## src/rtl/pci_bus_arbiter_if.sv

```systemverilog
// Bus-side signal bundle for the central PCI arbiter.
// The arbiter connects through the master modport; the requesting devices
// (or a testbench standing in for them) use the slave modport.
interface pci_bus_arbiter_if #(
  parameter int N_DEV = 3
) ();

  logic [N_DEV-1:0] REQ;            // active-low requests, one per device
  logic [N_DEV-1:0] GNT;            // active-low grants, one-hot-low or all-high
  logic             FRAME;          // shared active-low FRAME
  logic             IRDY;           // shared active-low IRDY
  logic [2:0]       gnt_idx;        // current or last granted device
  logic             bus_busy;       // high while a transaction is running
  logic             timeout_pulse;  // one-cycle pulse on grant revocation

  modport master (
    input  REQ, FRAME, IRDY,
    output GNT, gnt_idx, bus_busy, timeout_pulse
  );

  modport slave (
    output REQ, FRAME, IRDY,
    input  GNT, gnt_idx, bus_busy, timeout_pulse
  );

endinterface

```

## src/rtl/pci_bus_arbiter.sv

```systemverilog
// Central round-robin PCI arbiter.
// Grants the shared bus to one device at a time, revokes grants that are not
// used within GNT_TIMEOUT cycles, and inserts one turnaround cycle between
// masters. Optional bus parking on the last master is enabled by defining
// PCI_ARB_PARK_EN; without it GNT stays all high while nobody requests.
module pci_bus_arbiter #(
  parameter int N_DEV       = 3,
  parameter int GNT_TIMEOUT = 16,
  parameter int CNT_W       = 5
) (
  input  logic                  clk,
  input  logic                  rst_n,
  pci_bus_arbiter_if.master     bus
);

  typedef enum logic [1:0] {
    IDLE,
    GRANTED,
    BUSY,
    TURNAROUND
  } state_e;

  localparam logic [CNT_W-1:0] TIMER_LAST = CNT_W'(GNT_TIMEOUT - 1);
  localparam logic [2:0]       LAST_RST   = 3'(N_DEV - 1);
  localparam logic [N_DEV-1:0] GNT_NONE   = '1;

  state_e             state_q, state_d;
  logic [N_DEV-1:0]   gnt_q, gnt_d;
  logic [2:0]         gnt_idx_q, gnt_idx_d;
  logic [2:0]         last_q, last_d;
  logic [CNT_W-1:0]   timer_q, timer_d;
  logic               timeout_q, timeout_d;
  logic               bus_busy_q;

  logic [7:0]         req_ext;
  logic [3:0]         cand;
  logic [2:0]         winner;
  logic               any_req;
  logic               bus_idle;
  logic               do_grant;

  // Active-low grant vector with only bit idx low.
  function automatic logic [N_DEV-1:0] gnt_for(input logic [2:0] idx);
    logic [7:0] v;
    v      = '1;
    v[idx] = 1'b0;
    return v[N_DEV-1:0];
  endfunction

  assign bus_idle = bus.FRAME & bus.IRDY;

  // Pad the request vector to 8 bits so a 3-bit index is always in range.
  always_comb begin
    req_ext            = '1;
    req_ext[N_DEV-1:0] = bus.REQ;
  end

  // Round-robin search starting just after the last winner.
  always_comb begin
    // NOTE: every always_comb output gets a default first so no path leaves
    // a variable unassigned, which would infer a latch.
    winner  = last_q;
    any_req = 1'b0;
    cand    = '0;
    for (int i = 1; i <= N_DEV; i++) begin
      cand = {1'b0, last_q} + 4'(i);
      if (cand >= 4'(N_DEV)) cand = cand - 4'(N_DEV);
      if (!any_req && !req_ext[cand[2:0]]) begin
        winner  = cand[2:0];
        any_req = 1'b1;
      end
    end
  end

  // Next-state and registered-output decode.
  always_comb begin
    state_d   = state_q;
    gnt_d     = GNT_NONE;
    gnt_idx_d = gnt_idx_q;
    last_d    = last_q;
    timer_d   = timer_q;
    timeout_d = 1'b0;
    do_grant  = 1'b0;

    unique case (state_q)
      IDLE: begin
`ifdef PCI_ARB_PARK_EN
        if (gnt_q != GNT_NONE) begin
          // Currently parked on last_q.
          if (!bus.FRAME) begin
            state_d = BUSY;
          end else if (any_req && (winner != last_q)) begin
            // Drop the park grant for one cycle before handing over.
            gnt_d = GNT_NONE;
          end else if (any_req && bus_idle) begin
            do_grant = 1'b1;
          end else begin
            gnt_d = gnt_q;
          end
        end else if (bus_idle && any_req) begin
          do_grant = 1'b1;
        end else if (bus_idle) begin
          gnt_d     = gnt_for(last_q);
          gnt_idx_d = last_q;
        end
`else
        if (bus_idle && any_req) do_grant = 1'b1;
`endif
      end

      GRANTED: begin
        // FRAME wins over withdrawal and timeout in the same cycle.
        if (!bus.FRAME) begin
          state_d = BUSY;
        end else if (req_ext[gnt_idx_q]) begin
          state_d = IDLE;
        end else if (timer_q == TIMER_LAST) begin
          state_d   = IDLE;
          timeout_d = 1'b1;
        end else begin
          gnt_d   = gnt_q;
          timer_d = timer_q + 1'b1;
        end
      end

      BUSY: begin
        if (bus_idle) state_d = TURNAROUND;
      end

      TURNAROUND: begin
        state_d = IDLE;
      end

      default: state_d = IDLE;
    endcase

    if (do_grant) begin
      state_d   = GRANTED;
      gnt_d     = gnt_for(winner);
      gnt_idx_d = winner;
      last_d    = winner;
      timer_d   = '0;
    end
  end

  // State and output registers with synchronous reset.
  always_ff @(posedge clk) begin
    // NOTE: sequential state uses non-blocking assignments so every register
    // samples values from before this edge, independent of statement order.
    if (!rst_n) begin
      state_q    <= IDLE;
      gnt_q      <= GNT_NONE;
      gnt_idx_q  <= '0;
      last_q     <= LAST_RST;
      timer_q    <= '0;
      timeout_q  <= 1'b0;
      bus_busy_q <= 1'b0;
    end else begin
      state_q    <= state_d;
      gnt_q      <= gnt_d;
      gnt_idx_q  <= gnt_idx_d;
      last_q     <= last_d;
      timer_q    <= timer_d;
      timeout_q  <= timeout_d;
      bus_busy_q <= (state_d == BUSY);
    end
  end

  assign bus.GNT           = gnt_q;
  assign bus.gnt_idx       = gnt_idx_q;
  assign bus.bus_busy      = bus_busy_q;
  assign bus.timeout_pulse = timeout_q;

endmodule
```

## src/flat_wrapper.sv

```systemverilog
// flat-port wrapper written by rule: the top's interface ports become plain ports
module pci_bus_arbiter_flat 
#(
  parameter int N_DEV       = 3,
  parameter int GNT_TIMEOUT = 16,
  parameter int CNT_W       = 5
)
  (clk, rst_n, bus_REQ, bus_FRAME, bus_IRDY, bus_GNT, bus_gnt_idx, bus_bus_busy, bus_timeout_pulse);
  pci_bus_arbiter_if #(.N_DEV(N_DEV)) bus_i ();
  input  logic clk;
  input  logic rst_n;
  input wire logic [$bits(bus_i.REQ)-1:0] bus_REQ;
  input wire logic [$bits(bus_i.FRAME)-1:0] bus_FRAME;
  input wire logic [$bits(bus_i.IRDY)-1:0] bus_IRDY;
  output wire logic [$bits(bus_i.GNT)-1:0] bus_GNT;
  output wire logic [$bits(bus_i.gnt_idx)-1:0] bus_gnt_idx;
  output wire logic [$bits(bus_i.bus_busy)-1:0] bus_bus_busy;
  output wire logic [$bits(bus_i.timeout_pulse)-1:0] bus_timeout_pulse;
  assign bus_i.REQ = bus_REQ;
  assign bus_i.FRAME = bus_FRAME;
  assign bus_i.IRDY = bus_IRDY;
  assign bus_GNT = bus_i.GNT;
  assign bus_gnt_idx = bus_i.gnt_idx;
  assign bus_bus_busy = bus_i.bus_busy;
  assign bus_timeout_pulse = bus_i.timeout_pulse;
  pci_bus_arbiter #(.N_DEV(N_DEV), .GNT_TIMEOUT(GNT_TIMEOUT), .CNT_W(CNT_W)) u_core (.clk(clk), .rst_n(rst_n), .bus(bus_i));
endmodule
```

## config.mk

```make
export PLATFORM = sky130hd
export DESIGN_NAME = pci_bus_arbiter_flat
export DESIGN_NICKNAME = d
export VERILOG_FILES = /design/src/rtl/pci_bus_arbiter_if.sv /design/src/rtl/pci_bus_arbiter.sv /design/src/flat_wrapper.sv
export SDC_FILE = /design/constraint.sdc
export NUM_CORES = 1
export LEC_CHECK = 0
export CORE_ASPECT_RATIO = 2
export CORE_MARGIN = 2
export CORE_UTILIZATION = 32
export CTS_CLUSTER_SIZE = 28
export DETAILED_ROUTE_END_ITERATION = 7
export PLACE_DENSITY_LB_ADDON = 0.05
export SYNTH_ARGS = -nofsm -noshare
export SYNTH_HDL_FRONTEND = slang
export SYNTH_SLANG_ARGS = --single-unit
```

## constraint.sdc

```tcl
create_clock -name clk -period 2.84 [get_ports clk]
set_input_delay 0.568 -clock clk [delete_from_list [all_inputs] [get_ports clk]]
set_output_delay 0.568 -clock clk [all_outputs]
set_load 0.005 [all_outputs]
```

==> summary.md, run 1 <==
| Metric | Value |
|---|---|
| Yosys cell types | 49 |
| Critical Path Source | u_core.last_q[0]$_SDFFE_PN0P_ |
| Row count | 31 |
| Area Growth Syn to Fin | 32.0% |
| Vias | 1145 |
| Hold WC Path Type | reg -> reg |
| Sequential cell area | 322 um2 |
| Per-cell routed wire length | 14.8 um |
| Grt total ovfl | 0 |
| Multi-input logic area | 897 um2 |
| Setup violators final | 0 |
| Pwr/cell area | 862 nW/um2 |
| Critical-path top delay cell | or4_4 |
| Post-synth top cells | 20 x nor2_1, 16 x dfxtp_1, 10 x ha_1, 7 x nand2_1 |
| Core area | 3650 um2 |
| Die area | 4340 um2 |
| IO Port Bufs | 14 |
| Hold EP | u_core.last_q[2]$_SDFFE_PN0P_ |
| Top delay family on crit path | simple AND/OR/NAND/NOR gates |
| Post-route cell area | 1610 um2 |
| Kind of critical path | reg -> reg |
| First-pass GRT wire length | 5480 um |
| Dpl cell area | 1490 um2 |
| H-tree levels | 1 |
| Fillers | 382 |
| Crit path cell chain | inv_2 > buf_4 > ha_1 > xnor2_2 > or4_4 > a32oi_2 > and2_4 > nand2_1 > o22a_1 > nor3b_2 > a211o_1 |
| Vias/cell | 5.25 |
| Clk pin slew, worst setup/hold paths | 0.06 ns |
| I/O pin count | 15 |
| Worst EP required | 2.98 ns |
| Worst path bufs/invs | 2 |
| Area contributors post-synth | dfxtp_1 26%, ha_1 10%, nor2_1 6.2% |
| Worst hold start | u_core.last_q[2]$_SDFFE_PN0P_ |
| Mapped Area | 1220 um2 |
| DR iter-0 viols | 17 |
| Cells after DPL | 214 |
| R2R cell count | 11 |
| Post-Syn Nets | 160 |
| Fin. Hold Viols | 0 |
| Most common cell in the netlist | nor2_1 |
| Setup bufs post-CTS | 0 |
| Syn_area_per_cell | 8.51 um2 |
| Reg-to-reg endpoint | u_core.last_q[1]$_SDFFE_PN1P_ |
| Asr flop ratio synth | 0 |
| Fin Setup TNS | 0 ns |
| CTS max path bufs | 2 |
| Initial antenna violation count | 0 |
| Ratio of cells with drive above 1 in the final layout | 0.249 |
| Global Route Usage Sum | 0.173 |
| Skew final | 0.00174 ns |
| Dpl hpwl | 2560 um |
| Root Driver | clkbuf_8 |
| Vias in the first global route | 1208 |
| Unrepaired setup endpoints after global routing | false |
| Sequential cell area fraction in the yosys report | 0.263 |
| Worst Hold Depth | 2 |
| Worst r2r src | u_core.last_q[0]$_SDFFE_PN0P_ |
| Post-synth top area share | 0.263 |
| ANT nets after route | 0 |
| Drt first pass iters | 4 |
| Die width | 47.6 um |
| Outcome | finished, final reports clean |
| Hold WS | 0.467 ns |
| Ant. Diodes | 0 |
| Clk sinks | 16 |
| Maxcap violations | 0 |
| Die Y | 91.2 um |
| Lkg Pwr | 0.000641 uW |
| Final period utilization | 0.942 |
| Fin nets | 187 |
| Fmax | 0.374 GHz |
| Critical Path Start Type | flip-flop |
| Largest net degree at the start of global routing | 18 |
| CP max stage delay | 0.45 ns |
| Peak VDD IR | 0.000470 V |
| Worst-path fanout max | 9 |
| EDFF count, synth | 0 |
| TritonCTS Buffers | 3 |
| DRC violations left | 0 |
| Ys flop type | dfxtp_1 |
| Rel. slew slack | 0.714 |
| Least-Margin Pin Slew | 0.426 ns |
| Final wirelength | 3220 um |
| Worst Path Arrival | 2.82 ns |
| Reg2Reg Setup Slack | 0.16 ns |
| PostCTS Resize Cnt | 0 |
| Warnings, synthesis | 0 |
| Period minus WS final | 2.68 ns |
| Cells after synthesis | 143 |
| Final-report max-slew violation count | 0 |
| CP Capture Type | flip-flop |
| Initial Utilization | 0.334 |
| GPL Wtd Cong | 0.947 |
| Finished Layout Cells | 218 |
| # hold bufs at CTS | 0 |
| Worst-Skew Late Latency | 0.25 ns |
| CTS tree | yes |
| Yosys reg bits | 16 |
| Post-synth top area cell | dfxtp_1 |
[placed cells by master, fill, tap and decap left out, types with 3 or more instances in the layout]
cell and n:
nor2_1 20, dfxtp_1 15, clkdlybuf4s50_1 14, buf_4 14
ha_1 9, nand2_1 7, a21oi_1 6, inv_1 5
nor2b_1 5, nor3_1 4, clkbuf_8 4, nand2b_1 3
mux2_2 3, o21ai_0 3, xor2_1 3, a211oi_1 3
a31oi_1 3
[worst max-delay path by stage]
stage | end | slack [ns] | cells after the start
after CTS | u_core.last_q[1]$_SDFFE_PN1P_ | 0.03 | 10
after floorplan | u_core.last_q[1]$_SDFFE_PN1P_ | 0.06 | 12
after detailed placement | u_core.last_q[1]$_SDFFE_PN1P_ | -0.05 | 9
after global routing | u_core.bus.GNT[2]$_SDFFE_PN1P_ | 0.03 | 11
final | u_core.last_q[1]$_SDFFE_PN1P_ | 0.16 | 11
after global placement | u_core.last_q[1]$_SDFFE_PN1P_ | 0.01 | 9
[metrics by stage]
stage	util	setup WS (ns)	total power (uW)
after global placement	0.408	0.0111	1100
after floorplan	-	0.0576	844
final	0.441	0.164	1390
after detailed placement	0.408	-0.0534	1100
after CTS	0.423	0.0253	1310
after global routing	0.441	0.0343	1500
[routing by layer]
metal,up-vias,global-route usage,wire length [um]
li1,571,-,-
met1,535,0.187,1170
met2,26,0.292,1820
met3,13,0.0139,71
met4,0,0.115,165
met5,-,0,0
[cell families (layout without fill, tap and decap cells)]
kind of cell	after synthesis	in the layout	synth area share
flip-flops	16	16	0.263
AND/OR/NAND/NOR	58	58	0.261
buffers and inverters	13	39	0.0504
AO/OA/AOI/OAI	33	33	0.209
adder cells (fa/ha/maj)	10	10	0.103
XOR/XNOR	7	7	0.0617
multiplexers	6	6	0.0524
[registers in the layout (all words and copies together) (netlist names)]
register / flops
u_core.bus.GNT: 3
u_core.timer_q: 5
u_core.bus.timeout_pulse: 1
u_core.bus.bus_busy: 1
u_core.state_q: 2
u_core.last_q: 3
u_core.bus.gnt_idx: 1
[final cells by class]
class / instances / share of cell area
sequential: 16 / 0.200
multi-input combinational: 114 / 0.558
clock buffer: 4 / 0.0343
timing repair buffer: 28 / 0.153
tap: 49 / 0.0382
inverter: 7 / 0.0164
[worst min-delay path, delay by kind of cell, from the launching register on]
kind / cells / cell delay, ns
DFF: 1 / 0.31
buffers and inverters: 1 / 0.07
and+or+nand+nor: 1 / 0.05
[power breakdown]
| group | internal, uW | switching (uW) | total (uW) |
|---|---|---|---|
| Combinational | 442 | 462 | 904 |
| Sequential | 254 | 23.4 | 278 |
| Clock | 123 | 80.8 | 204 |
Note: power is estimated with default switching activity, not from simulation.
==> run 2, diff against run 1 <==
Settings changed: CAP_MARGIN from default to 0.
==> results of run 2 <==
No change in the layout: final DEF, timing and power equal those of run 1.
==> patch 1 (config.mk and constraints of run 2) <==
Reset style: asynchronous (`rst_n`), changed in one clocked block. Comments in the files are not updated.
--- a/src/rtl/pci_bus_arbiter.sv
+++ b/src/rtl/pci_bus_arbiter.sv
@@ -145,5 +145,5 @@
 
   // State and output registers with synchronous reset.
-  always_ff @(posedge clk) begin
+  always_ff @(posedge clk or negedge rst_n) begin
     // NOTE: sequential state uses non-blocking assignments so every register
     // samples values from before this edge, independent of statement order.
Function: differs if rst_n is asserted again (counterexample within 4 cycles, from zero or initial values and one cycle with rst_n low); with rst_n held inactive, the same outputs for 10 cycles.
==> patch 1 against run 2 <==
- area after synthesis rose by 9.8%
- sequential share of layout area rose by 3.3 points
- clock skew rose by 0.0029 ns
- setup slack got worse by 0.042 ns
- global-route usage barely moved
- die area rose by 9.1%
- total power rose by 61%
- wire length rose by 20%
- maximum frequency fell by 1.6%
- design area rose by 8.2%
- largest power group unchanged
- sequential cell count did not move
- combinational power rose by 86%
- largest cell class unchanged
- cell count rose by 5.5%
==> patch 1: results <==
export IMPL_synth_area_per_cell_sq_um=9.09
export IMPL_synth_async_reset_ratio=1.00
export IMPL_synth_ff_type="dfrtp_1"
export IMPL_yosys_top_cells_count="dfrtp_1 (12), nor2_1 (12), ha_1 (10), nand2_1 (10), a21oi_1 (9)"
export IMPL_synth_area_leaders="dfrtp_1 (22%), ha_1 (9.4%), dfstp_2 (7.9%), a21oi_1 (3.4%), nor2_1 (3.4%)"
export IMPL_first_iter_violations=14
export IMPL_cp_slowest_stage_delay_ns=0.54
export IMPL_critPathTopFamily="compound AO/OA/AOI/OAI gates"
export IMPL_drtPass1Iterations=4
export IMPL_cts_repair_resize_count=4
export IMPL_vias_per_cell=5.50
export IMPL_drive_gt1_frac=0.264
export IMPL_syn_nets=164
export IMPL_grt_pass1_wl_um=6110
export IMPL_dp_cells=224
export IMPL_ir_drop_uv=482
export IMPL_totalWireLength_um=3860
export IMPL_cp_slowest_cell="dfstp_2"
export IMPL_yosys_warnings=0
export IMPL_clk_latency_ns=0.25
export IMPL_gp_routability_congestion=0.899
export IMPL_grt_usage=0.173
export IMPL_worstMarginPinSlew_ns=0.727
export IMPL_worst_r2r_path_depth=12
export IMPL_fin_nets=196
export IMPL_first_global_vias=1327
export IMPL_hold_depth=1
export IMPL_status="finished clean"
export IMPL_synth_cell_type_count=53
export IMPL_cts_buffers_inserted=3
export IMPL_hpwl_um=3030
export IMPL_avgRoutedWirePerCell_um=16.8
export IMPL_ys_seq_area_frac=0.303
export IMPL_arrival_ns=2.85
export IMPL_worstPathMaxFanout=7
export IMPL_leakagePower_nw=0.740
export IMPL_clock_skew_ns=0.00467
-- patch 1: cell type report --
type,instances,area [sq um]
Multi-Input combinational cell,117,908
Fill cell,447,2310
Clock buffer,4,45.0
Timing Repair Buffer,33,283
Tap cell,52,65.1
Sequential cell,16,405
Inverter,8,31.3
-- patch 1: kinds of logic after synthesis --
logic type	share of synthesized area
buf+inv	0.0562
mux	0.0346
compound gates	0.192
xor+xnor	0.0702
fa+ha+maj	0.101
simple gates	0.243
flops	0.303
-- patch 1: through the flow --
step / TNS [ns] / cell area [sq um] / util / worst slack, ns
floorplan: 0 / 1340 / - / 0.173
CTS: 0 / 1680 / 0.416 / 0.0324
finish: 0 / 1740 / 0.429 / 0.122
global route: -0.0951 / 1740 / 0.429 / -0.0434
global placement: -0.0205 / 1630 / 0.402 / -0.0205
detailed placement: -0.0393 / 1630 / 0.402 / -0.0179
-- patch 1: report_power, final --
part	total [mW]	switching, mW	internal [mW]
Clock	0.174	0.0750	0.0994
Combinational	1.68	0.887	0.790
Sequential	0.373	0.0534	0.319
Total	2.22	1.02	1.21
-- patch 1: path summary, 6_finish.rpt --
check,from,endpoint,slack [ns]
setup / recovery,u_core.last_q[1],u_core.timer_q[0],0.12
hold / removal,u_core.timer_q[4],u_core.timer_q[4],0.51
setup reg to reg,u_core.last_q[1],u_core.timer_q[0],0.12
hold reg to reg,u_core.timer_q[4],u_core.timer_q[4],0.51
max in group asynchronous,rst_n,u_core.last_q[0],1.63
min in group asynchronous,rst_n,u_core.timer_q[3],0.75
-- patch 1: routing by layer --
metal | global-route usage | vias to the layer above | routed length, um
met5 | 0 | - | 0
met4 | 0.137 | 0 | 252
met3 | 0.0141 | 18 | 133
met2 | 0.352 | 45 | 2250
met1 | 0.145 | 601 | 1220
li1 | - | 601 | -
==> patch 2 (flow settings as in run 2) <==
Made on the original files. The option `PCI_ARB_PARK_EN` is turned on by a define.
--- a/src/rtl/pci_bus_arbiter.sv
+++ b/src/rtl/pci_bus_arbiter.sv
@@ -4,4 +4,6 @@
 // masters. Optional bus parking on the last master is enabled by defining
 // PCI_ARB_PARK_EN; without it GNT stays all high while nobody requests.
+`define PCI_ARB_PARK_EN
+
 module pci_bus_arbiter #(
   parameter int N_DEV       = 3,
Function: changed (Yosys sat finds a counterexample within 4 cycles, from zero or initial values and one cycle with rst_n low).
==> patch 2 against run 2 <==
- the run now ends with setup timing left
- setup slack got worse by 0.20 ns
- core utilization increased by 6.7 points
- design area increased by 52%
- sequential cell count increased by 2
- hold slack improved by 0.054 ns
- area after synthesis increased by 30%
- total power increased by 58%
- wire length increased by 65%
- critical path type unchanged
- largest power group unchanged
- highest routed layer unchanged
==> patch 2: results <==
export IMPL_hpwl_um=4260
export IMPL_gr_usage_met1=0.175
export IMPL_cts_clk_slew_worst_paths_ns=0.07
export IMPL_pwr_group_sequential_mw=0.334
export IMPL_setup_viol=3
export IMPL_grt_pass1_wl_um=8470
export IMPL_drtPass1Iterations=4
export IMPL_arrival_ns=3.02
export IMPL_synth_cell_type_count=63
export IMPL_worstPathMaxFanout=8
export IMPL_worst_slack_ns=-0.0343
export IMPL_drive_gt1_frac=0.408
export IMPL_first_iter_violations=25
export IMPL_met3_usage=0.0159
export IMPL_grt_usage=0.205
export IMPL_grt_max_degree=13
export IMPL_synth_ff_type="dfxtp_1"
export IMPL_p_sw_mw=0.949
export IMPL_met3_length_um=107
export IMPL_clock_skew_ns=0.00269
export IMPL_cp_slowest_stage_delay_ns=0.41
export IMPL_ir_drop_uv=537
export IMPL_ys_seq_area_frac=0.227
export IMPL_fin_nets=269
export IMPL_yosys_top_cells_count="dfxtp_1 (18), nor2_1 (17), nand2_1 (15)"
export IMPL_status="finished with violations"
export IMPL_totalWireLength_um=5330
export IMPL_synth_area_leaders="dfxtp_1 (23%), ha_1 (8.7%), nor2_1 (4.0%), mux2i_1 (3.8%), nand2_1 (3.5%)"
export IMPL_grt_util_met2=0.407
export IMPL_holdCritStartpoint="u_core.timer_q[3]"
export IMPL_leakagePower_nw=1.02
export IMPL_crit_path_start_kind="flop"
export IMPL_wl_met2_um=3190
export IMPL_cp_slowest_cell="or3_4"
export IMPL_syn_nets=209
export IMPL_r2r_start="u_core.last_q[1]"
export IMPL_worstMarginPinSlew_ns=0.495
export IMPL_violations="setup timing"
export IMPL_first_global_vias=1827
export IMPL_fill_cells=474
export IMPL_wl_met1_um=1730
export IMPL_vias=1686
patch 2: kinds of logic after synthesis:
| logic type | count (synthesis) | share of synthesized area |
|---|---|---|
| simple gates | 79 | 0.284 |
| compound gates | 50 | 0.257 |
| xor+xnor | 11 | 0.0607 |
| mux | 7 | 0.0449 |
| fa+ha+maj | 11 | 0.0867 |
| buf+inv | 15 | 0.0402 |
| flops | 18 | 0.227 |
patch 2: cell type report:
cell class              count  share of cell area
multi-input cells         158               0.574
repair buffers             63               0.208
flip-flops and latches     18               0.151
well taps                  57              0.0292
clock buffers               4              0.0225
inverters                   7              0.0159
patch 2: final timing paths:
kind / endpoint / slack, ns / cells past startpoint
min reg2reg: u_core.timer_q[3] / 0.52 / 2
min: u_core.timer_q[3] / 0.52 / 2
max reg2reg: u_core.bus.gnt_idx[1] / -0.03 / 12
max: u_core.bus.gnt_idx[1] / -0.03 / 12
patch 2: per-stage QoR:
step	setup TNS, ns	cells	instance area, sq um	worst slack (ns)	total power, mW
finish	-0.0500	307	2440	-0.0343	2.20
global route	-0.623	307	2440	-0.132	2.33
CTS	-0.236	299	2330	-0.0591	2.11
detailed placement	-7.04	289	2110	-0.512	1.71
global placement	-6.00	289	2110	-0.450	1.69
floorplan	0	191	1700	0.00524	1.29
patch 2: tightest hold or removal path: cells and delay by family (launching register included):
| kind | cells | cell delay, ns |
|---|---|---|
| flip-flops | 1 | 0.34 |
| AND/OR/NAND/NOR | 1 | 0.07 |
| XOR/XNOR | 1 | 0.07 |
patch 2: timing repair:
| action | 4_1_cts | 5_1_grt |
|---|---|---|
| pin swaps | 16 | 22 |
| hold endpoints to repair | 0 | 0 |
| setup buffers | 6 | 8 |
| setup endpoints to repair | 16 | 16 |
| resized for setup | 27 | 17 |
